**config.mk**
```make
export PLATFORM = sky130hd
export DESIGN_NAME = byte_scan_display
export DESIGN_NICKNAME = d
export VERILOG_FILES = /design/src/rtl/byte_scan_display.sv
export SDC_FILE = /design/constraint.sdc
export NUM_CORES = 1
export LEC_CHECK = 0
export ABC_AREA = 0
export BUFFER_PORTS_ARGS = -buffer_cell sky130_fd_sc_hd__clkbuf_2
export CELL_PAD_IN_SITES_DETAIL_PLACEMENT = 2
export CELL_PAD_IN_SITES_GLOBAL_PLACEMENT = 2
export CORE_MARGIN = 1
export CORE_UTILIZATION = 36
export CTS_CLUSTER_DIAMETER = 150
export DETAILED_ROUTE_END_ITERATION = 16
export PLACE_DENSITY_LB_ADDON = 0.1
export SYNTH_ARGS = -nofsm -noshare
export SYNTH_HDL_FRONTEND = slang
export SYNTH_SLANG_ARGS = --single-unit
```
**constraint.sdc**
```tcl
create_clock -name clk -period 2.6 [get_ports clk]
set_clock_uncertainty 0.05 [all_clocks]
set_input_delay 0.52 -clock clk [delete_from_list [all_inputs] [get_ports clk]]
set_output_delay 0.52 -clock clk [all_outputs]
set_load 0.01 [all_outputs]
```
**src/rtl/byte_scan_display.sv**
```systemverilog
// Byte-serial display scanner: shows a snapshotted word one byte per slot, LSB first, then separator slots.
// Optional BYTE_SCAN_MARKER_EN: blank slots drive 8'hA5 instead of 8'h00.
module byte_scan_display #(
   parameter int WORD_W      = 16,
   parameter int DWELL       = 8_000_000,
   parameter int BLANK_SLOTS = 1,
   localparam int NBYTES     = (WORD_W + 7) / 8,
   localparam int NSLOTS     = NBYTES + BLANK_SLOTS,
   localparam int SLOT_W     = (NSLOTS > 1) ? $clog2(NSLOTS) : 1
) (
   input  logic              clk,
   input  logic              rst_n,
   input  logic [WORD_W-1:0] value,
   input  logic              value_valid,
   output logic [7:0]        disp,
   output logic [SLOT_W-1:0] slot_idx,
   output logic              frame_start,
   output logic              overrun
);
   localparam int CNT_W = (DWELL > 1) ? $clog2(DWELL) : 1;
   localparam int PAD_W = NBYTES * 8;
`ifdef BYTE_SCAN_MARKER_EN
   localparam logic [7:0] BLANK_BYTE = 8'hA5;
`else
   localparam logic [7:0] BLANK_BYTE = 8'h00;
`endif

   logic [CNT_W-1:0]  cnt_reg, cnt_next;
   logic [SLOT_W-1:0] slot_reg, slot_next;
   logic [WORD_W-1:0] shown_reg, shown_next;
   logic [WORD_W-1:0] pending_reg, pending_next;
   logic              pend_vld_reg, pend_vld_next;
   logic [7:0]        disp_reg, disp_next;
   logic              frame_start_reg, frame_start_next;
   logic              overrun_reg, overrun_next;
   logic              dwell_end, wrap;
   logic [PAD_W-1:0]  shown_pad;
   logic [7:0]        byte_sel [NBYTES];

   // Bytes are taken from the next shown value so the first slot of a new frame is already coherent.
   always_comb begin
      shown_pad = '0;
      shown_pad[WORD_W-1:0] = shown_next;
   end

   for (genvar gi = 0; gi < NBYTES; gi++) begin : g_bytes
      assign byte_sel[gi] = shown_pad[gi*8 +: 8];
   end

   always_comb begin
      dwell_end        = (cnt_reg == CNT_W'(DWELL - 1));
      wrap             = dwell_end && (slot_reg == SLOT_W'(NSLOTS - 1));
      cnt_next         = dwell_end ? '0 : cnt_reg + 1'b1;
      slot_next        = slot_reg;
      shown_next       = shown_reg;
      pending_next     = pending_reg;
      pend_vld_next    = pend_vld_reg;
      frame_start_next = wrap;
      overrun_next     = value_valid && pend_vld_reg && !wrap;

      if (dwell_end)
         slot_next = wrap ? '0 : slot_reg + 1'b1;

      if (value_valid) begin
         pending_next  = value;
         pend_vld_next = 1'b1;
      end

      // A value arriving on the wrap cycle goes straight to the display and supersedes any pending one.
      if (wrap) begin
         if (value_valid)
            shown_next = value;
         else if (pend_vld_reg)
            shown_next = pending_reg;
         pend_vld_next = 1'b0;
      end

      disp_next = BLANK_BYTE;
      for (int i = 0; i < NBYTES; i++) begin
         if (slot_next == SLOT_W'(i))
            disp_next = byte_sel[i];
      end
   end

   always_ff @(posedge clk) begin
      if (!rst_n) begin
         cnt_reg         <= '0;
         slot_reg        <= '0;
         shown_reg       <= '0;
         pending_reg     <= '0;
         pend_vld_reg    <= 1'b0;
         disp_reg        <= 8'h00;
         frame_start_reg <= 1'b0;
         overrun_reg     <= 1'b0;
      end else begin
         cnt_reg         <= cnt_next;
         slot_reg        <= slot_next;
         shown_reg       <= shown_next;
         pending_reg     <= pending_next;
         pend_vld_reg    <= pend_vld_next;
         disp_reg        <= disp_next;
         frame_start_reg <= frame_start_next;
         overrun_reg     <= overrun_next;
      end
   end

   assign disp        = disp_reg;
   assign slot_idx    = slot_reg;
   assign frame_start = frame_start_reg;
   assign overrun     = overrun_reg;

endmodule

```
# --- Yosys cells after proc, flatten, opt, wreduce, memory -nomap -nowiden ---
# Index checks and enable logic that the tools add are counted.
word_totals:
  output_inout_bits: 12
  in_bits: 19
  reg_bits: 68
  word_cells: 28
op_classes:
  muxes: 7
  n_reduce_logical: 7
  n_eq_ne: 3
  add_sub_neg: 2
  bitwise_logic: 1
op_table:
  columns: ["op", "count"]
  rows:
  - ["16-bit 2-to-1 mux", 3]
  - ["23-bit by 1-bit adder with 23-bit output, second input constant", 1]
  - ["23-bit == test, second input constant", 1]
  - ["8-bit 2-to-1 mux", 2]
  - ["2-bit 2-to-1 mux", 2]
  - ["2-bit OR reduction", 2]
  - ["1-bit logical AND", 3]
  - ["2-bit by 1-bit adder with 2-bit output, second input constant", 1]
  - ["2-bit by 1-bit == test with 1-bit output, second input constant", 1]
  - ["2-bit == test, second input constant", 1]
  - ["2-bit logical NOT", 1]
  - ["1-bit logical NOT", 1]
  - ["1-bit NOT", 1]

# --- Longest topological paths before layout ---
# Gate-level depths: netlist of run 1.
logic_depth:
  word_depth: 7
  depth_mapped: 8
  mapped_depth_nobuf: 6

# --- Least setup slack after synthesis of run 1 ---
# OpenSTA, ideal clock, no wires.
synth_path:
  path_type: "register to register"
  start: "register cnt_reg[15]"
  end: "register disp_reg[5], in the netlist disp[5]"
  path_slack_ps: 245
  arrival_ps: 2227
  path_stages_with_launch: 7
  required_time_ps: 2472
  setup_time_ps: 78
  n_path_buf: 1
  period_less_slack_ps: 2355
  cell_sequence: "dfxtp_1 > or4b_4 > or4_4 > or2_1 > buf_2 > or3_1 > a32oi_1"
synth_via:
  elab_chain_len: 7
  word_cells_on_any_way: 9
  cone_classes: "eq/ne: 2; mux: 5; reduce/logical: 2"
synth_lines:
  columns: ["element", "line", "source"]
  rows:
  - ["start, declared", "28", "logic [CNT_W-1:0] cnt_reg, cnt_next;"]
  - ["start signal, assigned", "96", "cnt_reg <= cnt_next;"]
  - ["23-bit == test (*)", "51", "dwell_end = (cnt_reg == CNT_W'(DWELL - 1));"]
  - ["1-bit logical AND", "52", "wrap = dwell_end && (slot_reg == SLOT_W'(NSLOTS - 1));"]
  - ["2-bit 2-to-1 mux", "62", "slot_next = wrap ? '0 : slot_reg + 1'b1;"]
  - ["2-bit 2-to-1 mux", "61", "if (dwell_end)"]
  - ["2-bit logical NOT", "80", "if (slot_next == SLOT_W'(i))"]
  - ["8-bit 2-to-1 mux", "80", null]
  - ["8-bit 2-to-1 mux (*)", "80", null]
  - ["end signal, assigned", "101", "disp_reg <= disp_next;"]
  - ["end, declared", "33", "logic [7:0] disp_reg, disp_next;"]
# Every way passes the cells marked *; elsewhere a longest branch is shown, timed or not.
# A chain may end at the register's enable or synchronous reset.

# --- Final worst setup path of run 1 ---
layout_path:
  start: "register cnt_reg[14]"
  end: "register shown_reg[15]"
layout_via:
  elab_chain_len: 3
layout_lines:
  columns: ["element", "line", "source"]
  rows:
  - ["23-bit == test", "51", null]
  - ["1-bit logical AND", "52", null]
  - ["16-bit 2-to-1 mux", "70", "if (wrap) begin"]
  - ["end signal, assigned", "98", "shown_reg <= shown_next;"]
  - ["end, declared", "30", "logic [WORD_W-1:0] shown_reg, shown_next;"]
# No other way between the ends.

==> summary.txt, run 1 <==
Run status
  – Status: finished clean

Routing
  – ANT nets after route: 0
  – Length of routed met2 wiring: 4590 um
  – Wirelength per Cell: 17.4 um
  – Drt pass-1 iters: 4
  – Wire length on met3: about 220 um
  – Via count: 2518
  – Max Used Layer: met4
  – DRT Wirelength: 8280 um
  – Vias per cell: 5.28
  – M1 WL: around 3300 um
  – Drt drc: 0
  – Starting DRT DRC Count: 37

Place
  – RD Place Congestion: between 0.7 and 0.8
  – # placed instances: 461
  – Port Buffers: 30
  – DP HPWL: between 5000 and 6000 um

GRT
  – Global-route wire length before repair: 13900 um
  – Overall Global Routing Usage: 21.6%
  – Pin count of the biggest net entering global routing: 31
  – Initial antenna violation count: 0
  – Gr ovfl total: 0
  – Vias in the first global route: 2854

Cells and area
  – Max reg flops: 23
  – Area Overhead vs Synth: 19.9%
  – Final #Nets: 390
  – ANT cells: 0
  – Final cell count without fillers: ~480
  – Fin util: between 40% and 50%
  – Share of post-route cells with drive strength above 1: 23.5%

Power and ir drop
  – Sequential share of power: 51.9%
  – Clock share of power: between 40% and 50%
  – Power Total: ~2.1 mW
  – Pwr per Cell Area: around 600 mW/mm2
  – Sw Share: 23.6%
  – Logic pwr share: between 4 and 5%
  – NetSw: 486 uW
  – Maximum VDD drop: about 0.24 mV
  – Power Internal: 1.57 mW
  – Pleak: 1.44 nW

Die
  – Die span in x: roughly 90 um
  – Chip Height: around 92 um
  – I/O pin cnt: 31
  – Site Rows: 32
  – Initial core utilization: 37.6%
  – DIE AREA: 0.00852 mm2
  – Core Box Area: between 0.007 and 0.008 mm2

Clocking
  – Clk Latency, worst-skew pair: ~360 ps
  – Setup Buffers After CTS: 0
  – TritonCTS buffer count: 9
  – Max Root-Sink Buffers: 2
  – Root Driver: clkbuf_8
  – CTS tree: yes
  – Reg clk slew, reported paths: about 80 ps
  – Cts hold-fix bufs: 0
  – Post_cts resized: 0
  – CTS HTree Levels: 3
  – Clock Sinks: between 60 and 70

Logic synthesis
  – Synthesis-stage register bit count: 68
  – Predominant post-synthesis flop cell: dfxtp_1
  – Synth Instances: 325
  – XOR/XNOR share of the synthesized area: 6.26%
  – Post-synthesis mux area share: under 10%
  – Compound-Gate Fraction of Synth Area: 7.54%
  – Async S/R FF share, synth: 0%
  – Cell area after synthesis: 0.00294 mm2
  – Post-synth EDFFs: 0
  – Seq/Total Area, Yosys: 46.4%
  – Yosys cell types: 44
  – Synth Warn #: 0
  – Post-Synth Simple-Gate Area: between 20 and 30%
  – Mean post-synth cell area: 9.04 um2
  – Largest family of logic cells by synthesized area: simple AND/OR/NAND/NOR gates
  – Synth Net Count: approximately 350
  – Post-synthesis adder-cell area fraction: 0.426%

Worst setup path
  – CP Capture Type: flip-flop
  – CP Data Arrival Time: ~2700 ps
  – Crit-path slowest cell: or4b_4
  – Slowest stage delay, CP: 540 ps
  – Worst path depth: 5
  – Bufs and invs on worst path: 1
  – CP Max Fanout: 12
  – CP cell instances: or4b_4 -> or4_4 -> buf_4 -> nor3_1 -> mux2_2
  – Reg2Reg Setup Slack: 120 ps
  – Delay-heaviest family, CP: simple AND/OR/NAND/NOR gates
  – Setup CP Type: reg2reg
  – Reg2reg path depth: 5
  – CP Launch Type: flip-flop
  – WP data required: 2790 ps
  – Reg2reg start: cnt_reg[14]
  – Critical R2R Capture: shown_reg[15]

Worst hold path
  – Hold Crit Class: reg2reg
  – Hold Startpoint: cnt_reg[0]
  – Hold EP: cnt_reg[0]
  – Worst Hold Path Cells: 1

STA
  – Max-slew violation count: 0
  – Setup violations, final: 0
  – Unrepaired setup endpoints after global routing: no
  – Relative slew slack: 46.2%
  – Worst hold slack: between 400 and 500 ps
  – Hold Vio Cnt, Final: 0
  – Fin Setup TNS: 0 ps
  – Period Utilization, post-route: 95.4%
  – Max Clock Freq: about 400 MHz
  – Post-layout min period: 2480 ps
  – Tightest Pin Transition: between 800 and 900 ps

Run
  – Maxcap violations: 0
-- cells in the final DEF (no fill, tap or decap), types with 2 or more instances in the layout --
master,synthesis,routed
a21oi_1,10,10
and3_1,10,10
nand2_1,32,32
o22ai_1,6,6
o21ai_0,9,9
nor4_2,0,2
and2_1,5,5
mux2_2,10,10
clkbuf_2,0,30
xor2_1,9,9
nor2b_1,11,11
xnor2_1,12,12
nor3_1,5,5
clkinvlp_4,0,2
or2_2,7,7
nand4b_1,5,5
dfxtp_1,68,68
inv_1,9,9
o311ai_1,2,2
nand3_1,10,10
nor4bb_1,2,2
clkinv_2,0,2
o311ai_0,3,3
and4_1,4,4
nor2_1,30,30
nand4_1,13,13
buf_4,0,18
mux2i_1,10,10
clkbuf_8,0,10
nor4_1,9,7
or3_1,2,2
-- cells by family (layout without fill, tap and decap cells) --
kind of cell / after synthesis / in the layout
AOI/OAI and AO/OA: 36 / 36
xor gates and xnor gates: 21 / 21
adders and majority gates: 1 / 1
buffers and inverters: 24 / 74
DFF: 68 / 68
muxes: 20 / 20
and+or+nand+nor: 155 / 155
-- how the worst max path moves through the flow --
stage                      from            end  slack [ps]
finish              cnt_reg[14]  shown_reg[15]         120
global placement    cnt_reg[15]  shown_reg[15]         220
floorplan           cnt_reg[15]        disp[5]         240
CTS                 cnt_reg[14]        disp[2]         100
global route        cnt_reg[14]        disp[2]           3
detailed placement  cnt_reg[14]  shown_reg[15]         120
-- synth_stat cells, drive strengths merged, types with 2 or more instances --
library cell	instances	area, um2
buf	4	20.0
or3	2	12.5
nor2	31	119
nor2b	11	68.8
o22ai	6	37.5
and3	10	62.6
nor4bb	2	20.0
nor3	6	35.0
xnor2	12	105
a21oi	10	50.1
mux2	10	113
nand2	32	120
dfxtp	68	1360
and2	6	37.5
nand4	13	81.3
and4	4	35.0
nand4b	5	43.8
nor4	9	56.3
mux2i	10	100
o21ai	10	50.0
xor2	9	78.8
o311ai	5	43.8
or2	8	50.1
inv	9	33.8
nand3	10	50.1
clkbuf	11	41.3
-- power by group through the flow --
stage	clock network, mW	logic (mW)	registers (mW)
finish	0.894	0.0957	1.07
global route	0.953	0.108	1.07
CTS	0.919	0.0980	1.07
detailed placement	0	0.0975	1.09
global placement	0	0.0946	1.09
floorplan	0	0.0583	1.09
-- final cells by class --
class,instances,area (um2)
Fill cell,862,4290
Multi-Input combinational cell,233,1490
Sequential cell,68,1360
Timing Repair Buffer,49,305
Clock buffer,10,138
Tap cell,102,128
Clock inverter,6,63.8
Inverter,9,33.8
-- metal layers --
layer,track usage (%),vias to the layer above
li1,-,1234
met1,22.0,1248
met2,42.0,27
met3,5.09,9
met4,8.33,0
met5,0,-
-- per-stage QoR --
step                setup WS, ps  area [um2]
finish                       119        3520
global route                3.16        3520
CTS                         98.4        3510
detailed placement           119        3310
global placement             218        3310
floorplan                    245        2940
Power figures use the tool's default switching activity.
==> inputs of run 2 (changes only) <==
--- a/config.mk
+++ b/config.mk
@@ -9,6 +9,7 @@
 export BUFFER_PORTS_ARGS = -buffer_cell sky130_fd_sc_hd__clkbuf_2
 export CELL_PAD_IN_SITES_DETAIL_PLACEMENT = 2
 export CELL_PAD_IN_SITES_GLOBAL_PLACEMENT = 2
+export CORE_ASPECT_RATIO = 1.25
 export CORE_MARGIN = 1
 export CORE_UTILIZATION = 36
 export CTS_CLUSTER_DIAMETER = 150
==> summary.txt, run 2 (synthesis results as in run 1) <==
Worst setup path
  – CP cell instances: or4b_4 -> or4_4 -> buf_4 -> nor4_1 -> o22ai_1 -> o311ai_0 (was or4b_4 -> or4_4 -> buf_4 -> nor3_1 -> mux2_2)
  – Crit-path slowest cell: or4b_4 (unchanged)
  – Reg2reg start: cnt_reg[15] (was cnt_reg[14])
  – Slowest stage delay, CP: 550 ps (was 540 ps)
  – Delay-heaviest family, CP: simple AND/OR/NAND/NOR gates (unchanged)
  – Critical R2R Capture: disp[0] (was shown_reg[15])
  – CP Max Fanout: 12 (unchanged)
  – Reg2Reg Setup Slack: 140 ps (was 120 ps)
  – Bufs and invs on worst path: 1 (unchanged)
  – CP Data Arrival Time: 2650 ps (was 2670 ps)
  – CP Launch Type: flip-flop (unchanged)
  – Reg2reg path depth: 6 (was 5)
  – CP Capture Type: flip-flop (unchanged)
  – Setup CP Type: reg2reg (unchanged)
  – WP data required: 2790 ps (about the same)

Cells and area
  – Fill cells: 882 (was 862)
  – Final #Nets: 386 (was 390)
  – Area Overhead vs Synth: 17.7% (was 19.9%)
  – Max reg flops: 23 (unchanged)
  – Share of post-route cells with drive strength above 1: 22.4% (was 23.5%)
  – Final cell count without fillers: 466 (was 477)
  – ANT cells: 0 (unchanged)
  – Commonest non-fill, non-tap cell in the layout: dfxtp_1 (unchanged)
  – Most frequent cells in the layout: dfxtp_1, nand2_1, nor2_1, clkbuf_2 (was dfxtp_1, nand2_1, nor2_1, clkbuf_2, buf_4)

Routing
  – ANT nets after route: 0 (unchanged)
  – Via count: 2560 (was 2518)
  – Wirelength per Cell: 17.6 um (was 17.4 um)
  – Vias per cell: 5.49 (was 5.28)
  – Starting DRT DRC Count: 47 (was 37)
  – Drt drc: 0 (unchanged)
  – DRT Wirelength: 8180 um (was 8280 um)
  – Drt pass-1 iters: 4 (unchanged)

Die
  – I/O pin cnt: 31 (unchanged)
  – DIE AREA: 0.00852 mm2 (about the same)
  – Core Box Area: 0.00784 mm2 (was 0.00781 mm2)
  – Chip Height: 103 um (was 92.3 um)
  – Site Rows: 36 (was 32)
  – Initial core utilization: 37.5% (was 37.6%)
  – Die span in x: 82.8 um (was 92.3 um)

Run status
  – Status: finished clean (unchanged)

STA
  – Worst hold slack: 420 ps (was 406 ps)
  – Period Utilization, post-route: 94.7% (was 95.4%)
  – Post-layout min period: 2460 ps (was 2480 ps)
  – Fin Setup TNS: 0 ps (unchanged)
  – Max-slew violation count: 0 (unchanged)
  – Hold Vio Cnt, Final: 0 (unchanged)
  – Setup violations, final: 0 (unchanged)
  – Relative slew slack: 48.1% (was 46.2%)
  – Max Clock Freq: 406 MHz (was 403 MHz)
  – Unrepaired setup endpoints after global routing: no (unchanged)
  – Tightest Pin Transition: 773 ps (was 802 ps)

Run
  – Maxcap violations: 0 (unchanged)

Clocking
  – Max Root-Sink Buffers: 2 (unchanged)
  – Cts hold-fix bufs: 0 (unchanged)
  – Root Driver: clkbuf_8 (unchanged)
  – Clock Sinks: 68 (unchanged)
  – TritonCTS buffer count: 9 (unchanged)
  – Clk Latency, worst-skew pair: 340 ps (was 360 ps)
  – Reg clk slew, reported paths: 70 ps (was 80 ps)
  – CTS HTree Levels: 3 (unchanged)
  – CTS tree: yes (unchanged)

Worst hold path
  – Hold Startpoint: cnt_reg[0] (unchanged)
  – Worst Hold Path Cells: 1 (unchanged)
  – Hold EP: cnt_reg[0] (unchanged)
  – Hold Crit Class: reg2reg (unchanged)

GRT
  – Initial antenna violation count: 0 (unchanged)
  – Pin count of the biggest net entering global routing: 37 (was 31)
  – Overall Global Routing Usage: 21.2% (was 21.6%)
  – Gr ovfl total: 0 (unchanged)
  – Vias in the first global route: 2665 (was 2854)
  – Global-route wire length before repair: 13200 um (was 13900 um)

Power and ir drop
  – Maximum VDD drop: 0.264 mV (was 0.241 mV)
  – Pleak: 1.42 nW (was 1.44 nW)
  – Pwr per Cell Area: 556 mW/mm2 (was 585 mW/mm2)

Place
  – Port Buffers: 30 (unchanged)
  – # placed instances: 450 (was 461)
  – RD Place Congestion: 0.770 (was 0.741)
  – DP HPWL: 5970 um (was 5990 um)
==> run 2: cell count changes in the layout (fill, tap and decap cells not counted), sizes merged <==
| cell | previous run | this run |
|---|---|---|
| buf | 19 | 15 |
| clkbuf | 40 | 39 |
| bufinv | 1 | 0 |
| clkinv | 3 | 5 |
==> run 2: power breakdown <==
part	internal, mW	switching (mW)
Sequential	1.06	0.00868
Combinational	0.0440	0.0492
Clock	0.340	0.419
==> run 2: per-stage QoR <==
stage | total power [mW] | util [%] | setup slack (ps) | cell area (um2)
6_report | 1.92 | 44.1 | 137 | 3460
4_1_cts | 1.95 | 44.0 | 116 | 3450
2_1_floorplan | 1.15 | - | 245 | 2940
3_3_place_gp | 1.19 | 41.9 | 170 | 3280
5_1_grt | 2.00 | 44.1 | 44.6 | 3460
3_5_place_dp | 1.19 | 41.9 | 135 | 3280
==> run 2: per-layer routing <==
metal  global-route usage, %  wire [um]
met1                    22.2       3300
met2                    39.7       4540
met3                    5.22        159
met4                    8.09        184
met5                       0          0
==> run 2: timing repair <==
action,CTS,global route
setup buffers,0,0
endpoints found under the setup margin,0,2
gates resized for setup,0,2
==> run 2: how the worst max path moves through the flow <==
stage	start	endpoint	slack [ps]	cells after the start
2_1_floorplan	cnt_reg[15]	disp[5]	240	6
3_3_place_gp	cnt_reg[15]	disp[0]	170	6
3_5_place_dp	cnt_reg[15]	disp[2]	140	6
4_1_cts	cnt_reg[15]	disp[2]	120	6
5_1_grt	cnt_reg[15]	disp[1]	40	6
6_report	cnt_reg[15]	disp[0]	140	6
==> run 2: worst register-to-register path, stage by stage (launching register included) <==
cell and delay, ps:
dfxtp_1 340, or4b_4 550, or4_4 540, buf_4 200
nor4_1 420, o22ai_1 140, o311ai_0 120
==> run 2: cell type report <==
type / instances / area, um2 / share of cell area [%]
Clock inverter: 7 / 43.8 / 1.27
Inverter: 9 / 33.8 / 0.978
Sequential cell: 68 / 1360 / 39.4
Clock buffer: 9 / 124 / 3.58
Timing Repair Buffer: 45 / 288 / 8.33
Tap cell: 95 / 119 / 3.44
Multi-Input combinational cell: 233 / 1490 / 43.0
==> inputs of run 3 (changes only) <==
--- a/config.mk
+++ b/config.mk
@@ -14,6 +14,8 @@
 export CORE_UTILIZATION = 36
 export CTS_CLUSTER_DIAMETER = 150
 export DETAILED_ROUTE_END_ITERATION = 16
+export GPL_TIMING_DRIVEN = 1
+export MAX_ROUTING_LAYER = met4
 export PLACE_DENSITY_LB_ADDON = 0.1
 export SYNTH_ARGS = -nofsm -noshare
 export SYNTH_HDL_FRONTEND = slang
==> summary.txt, run 3 (synthesis results as in run 1) <==
Run status
  – Status: finished clean (unchanged)

STA
  – Hold Vio Cnt, Final: 0 (unchanged)
  – Post-layout min period: 2460 ps (about the same)
  – Unrepaired setup endpoints after global routing: no (unchanged)
  – Tightest Pin Transition: 773 ps (about the same)
  – Relative slew slack: 48.1% (about the same)
  – Max-slew violation count: 0 (unchanged)
  – Setup violations, final: 0 (unchanged)
  – Fin Setup TNS: 0 ps (unchanged)
  – Period Utilization, post-route: 94.6% (was 94.7%)
  – Max Clock Freq: 407 MHz (was 406 MHz)

Routing
  – Starting DRT DRC Count: 47 (unchanged)
  – Drt drc: 0 (unchanged)
  – Vias per cell: 5.47 (was 5.49)
  – ANT nets after route: 0 (unchanged)
  – Drt pass-1 iters: 4 (unchanged)
  – Wirelength per Cell: 17.6 um (about the same)
  – DRT Wirelength: 8190 um (was 8180 um)
  – Via count: 2551 (was 2560)

Worst setup path
  – CP Data Arrival Time: 2650 ps (about the same)
  – Reg2Reg Setup Slack: 140 ps (about the same)
  – CP Capture Type: flip-flop (unchanged)
  – Crit-path slowest cell: or4b_4 (unchanged)
  – Critical R2R Capture: disp[0] (unchanged)
  – Reg2reg start: cnt_reg[15] (unchanged)
  – Delay-heaviest family, CP: simple AND/OR/NAND/NOR gates (unchanged)
  – CP Launch Type: flip-flop (unchanged)
  – CP Max Fanout: 12 (unchanged)
  – Bufs and invs on worst path: 1 (unchanged)
  – Setup CP Type: reg2reg (unchanged)
  – Slowest stage delay, CP: 550 ps (about the same)
  – CP cell instances: or4b_4 -> or4_4 -> buf_4 -> nor4_1 -> o22ai_1 -> o311ai_0 (unchanged)
  – Reg2reg path depth: 6 (unchanged)
  – WP data required: 2790 ps (about the same)

Clocking
  – CTS tree: yes (unchanged)
  – Root Driver: clkbuf_8 (unchanged)
  – CTS HTree Levels: 3 (unchanged)
  – Post_cts resized: 0 (unchanged)
  – Clock Sinks: 68 (unchanged)
  – Max Root-Sink Buffers: 2 (unchanged)
  – Clk Latency, worst-skew pair: 340 ps (about the same)
  – Reg clk slew, reported paths: 70 ps (about the same)
  – Setup Buffers After CTS: 0 (unchanged)
  – Cts hold-fix bufs: 0 (unchanged)
  – TritonCTS buffer count: 9 (unchanged)

GRT
  – Pin count of the biggest net entering global routing: 37 (unchanged)
  – Global-route wire length before repair: 13200 um (about the same)
  – Gr ovfl total: 0 (unchanged)
  – Initial antenna violation count: 0 (unchanged)
  – Vias in the first global route: 2664 (was 2665)
  – Overall Global Routing Usage: 21.8% (was 21.2%)

Die
  – Site Rows: 36 (unchanged)
  – DIE AREA: 0.00852 mm2 (unchanged)
  – I/O pin cnt: 31 (unchanged)
  – Core Box Area: 0.00784 mm2 (unchanged)
  – Initial core utilization: 37.5% (unchanged)
  – Die span in x: 82.8 um (unchanged)
  – Chip Height: 103 um (unchanged)

Cells and area
  – Share of post-route cells with drive strength above 1: 22.4% (unchanged)
  – Final cell count without fillers: 466 (unchanged)
  – ANT cells: 0 (unchanged)
  – Area Overhead vs Synth: 17.7% (unchanged)
  – Max reg flops: 23 (unchanged)
  – Most frequent cells in the layout: dfxtp_1, nand2_1, nor2_1, clkbuf_2 (unchanged)
  – Final #Nets: 386 (unchanged)
  – Commonest non-fill, non-tap cell in the layout: dfxtp_1 (unchanged)

Worst hold path
  – Hold Crit Class: reg2reg (unchanged)
  – Worst Hold Path Cells: 1 (unchanged)
  – Hold Startpoint: cnt_reg[0] (unchanged)
  – Hold EP: cnt_reg[0] (unchanged)

Place
  – # placed instances: 450 (unchanged)
  – DP HPWL: 5970 um (unchanged)
  – Port Buffers: 30 (unchanged)
  – RD Place Congestion: 0.780 (was 0.770)

Power and ir drop
  – Maximum VDD drop: 0.267 mV (was 0.264 mV)
  – Pwr per Cell Area: 557 mW/mm2 (was 556 mW/mm2)
  – Pleak: 1.42 nW (unchanged)

Run
  – Maxcap violations: 0 (unchanged)
[run 3: cell counts in the layout (fill, tap and decap cells not counted)]
No cell type changed its count.
[run 3: worst max-delay path by stage]
stage          endpoint  depth (start not counted)        start  slack (ps)
2_1_floorplan   disp[5]                          6  cnt_reg[15]         240
3_3_place_gp    disp[0]                          6  cnt_reg[15]         170
3_5_place_dp    disp[2]                          6  cnt_reg[15]         140
4_1_cts         disp[2]                          6  cnt_reg[15]         120
5_1_grt         disp[1]                          6  cnt_reg[15]          40
6_report        disp[0]                          6  cnt_reg[15]         140
[run 3: layout make-up]
type,instances,area (um2)
Sequential cell,68,1360
Tap cell,95,119
Clock inverter,7,43.8
Timing Repair Buffer,45,288
Inverter,9,33.8
Multi-Input combinational cell,233,1490
Fill cell,882,4380
Clock buffer,9,124
[run 3: where the power goes]
part | total (mW) | internal (mW) | switching (mW) | leakage [nW]
logic | 0.0931 | 0.0440 | 0.0491 | 0.781
clock network | 0.762 | 0.340 | 0.422 | 0.0848
registers | 1.07 | 1.06 | 0.00865 | 0.552
total | 1.92 | 1.44 | 0.480 | 1.42
[run 3: metal layers]
| metal | up-vias | GRT usage (%) | share of wire, % |
|---|---|---|---|
| li1 | 1230 | - | - |
| met1 | 1264 | 22.0 | 40 |
| met2 | 38 | 40.0 | 55 |
| met3 | 19 | 5.22 | 2.4 |
| met4 | 0 | 8.09 | 2.1 |
| met5 | - | - | 0 |
[run 3: metrics by stage]
step                      instance area, um2  setup slack [ps]  util, %  hold slack [ps]  total power, mW
after CTS                               3450               116     44.0              415             1.95
after global routing                    3460              43.5     44.1              441             2.00
after detailed placement                3280               135     41.9              389             1.19
final                                   3460               141     44.1              421             1.92
after global placement                  3280               170     41.9              381             1.19
after floorplan                         2940               245        -              368             1.15
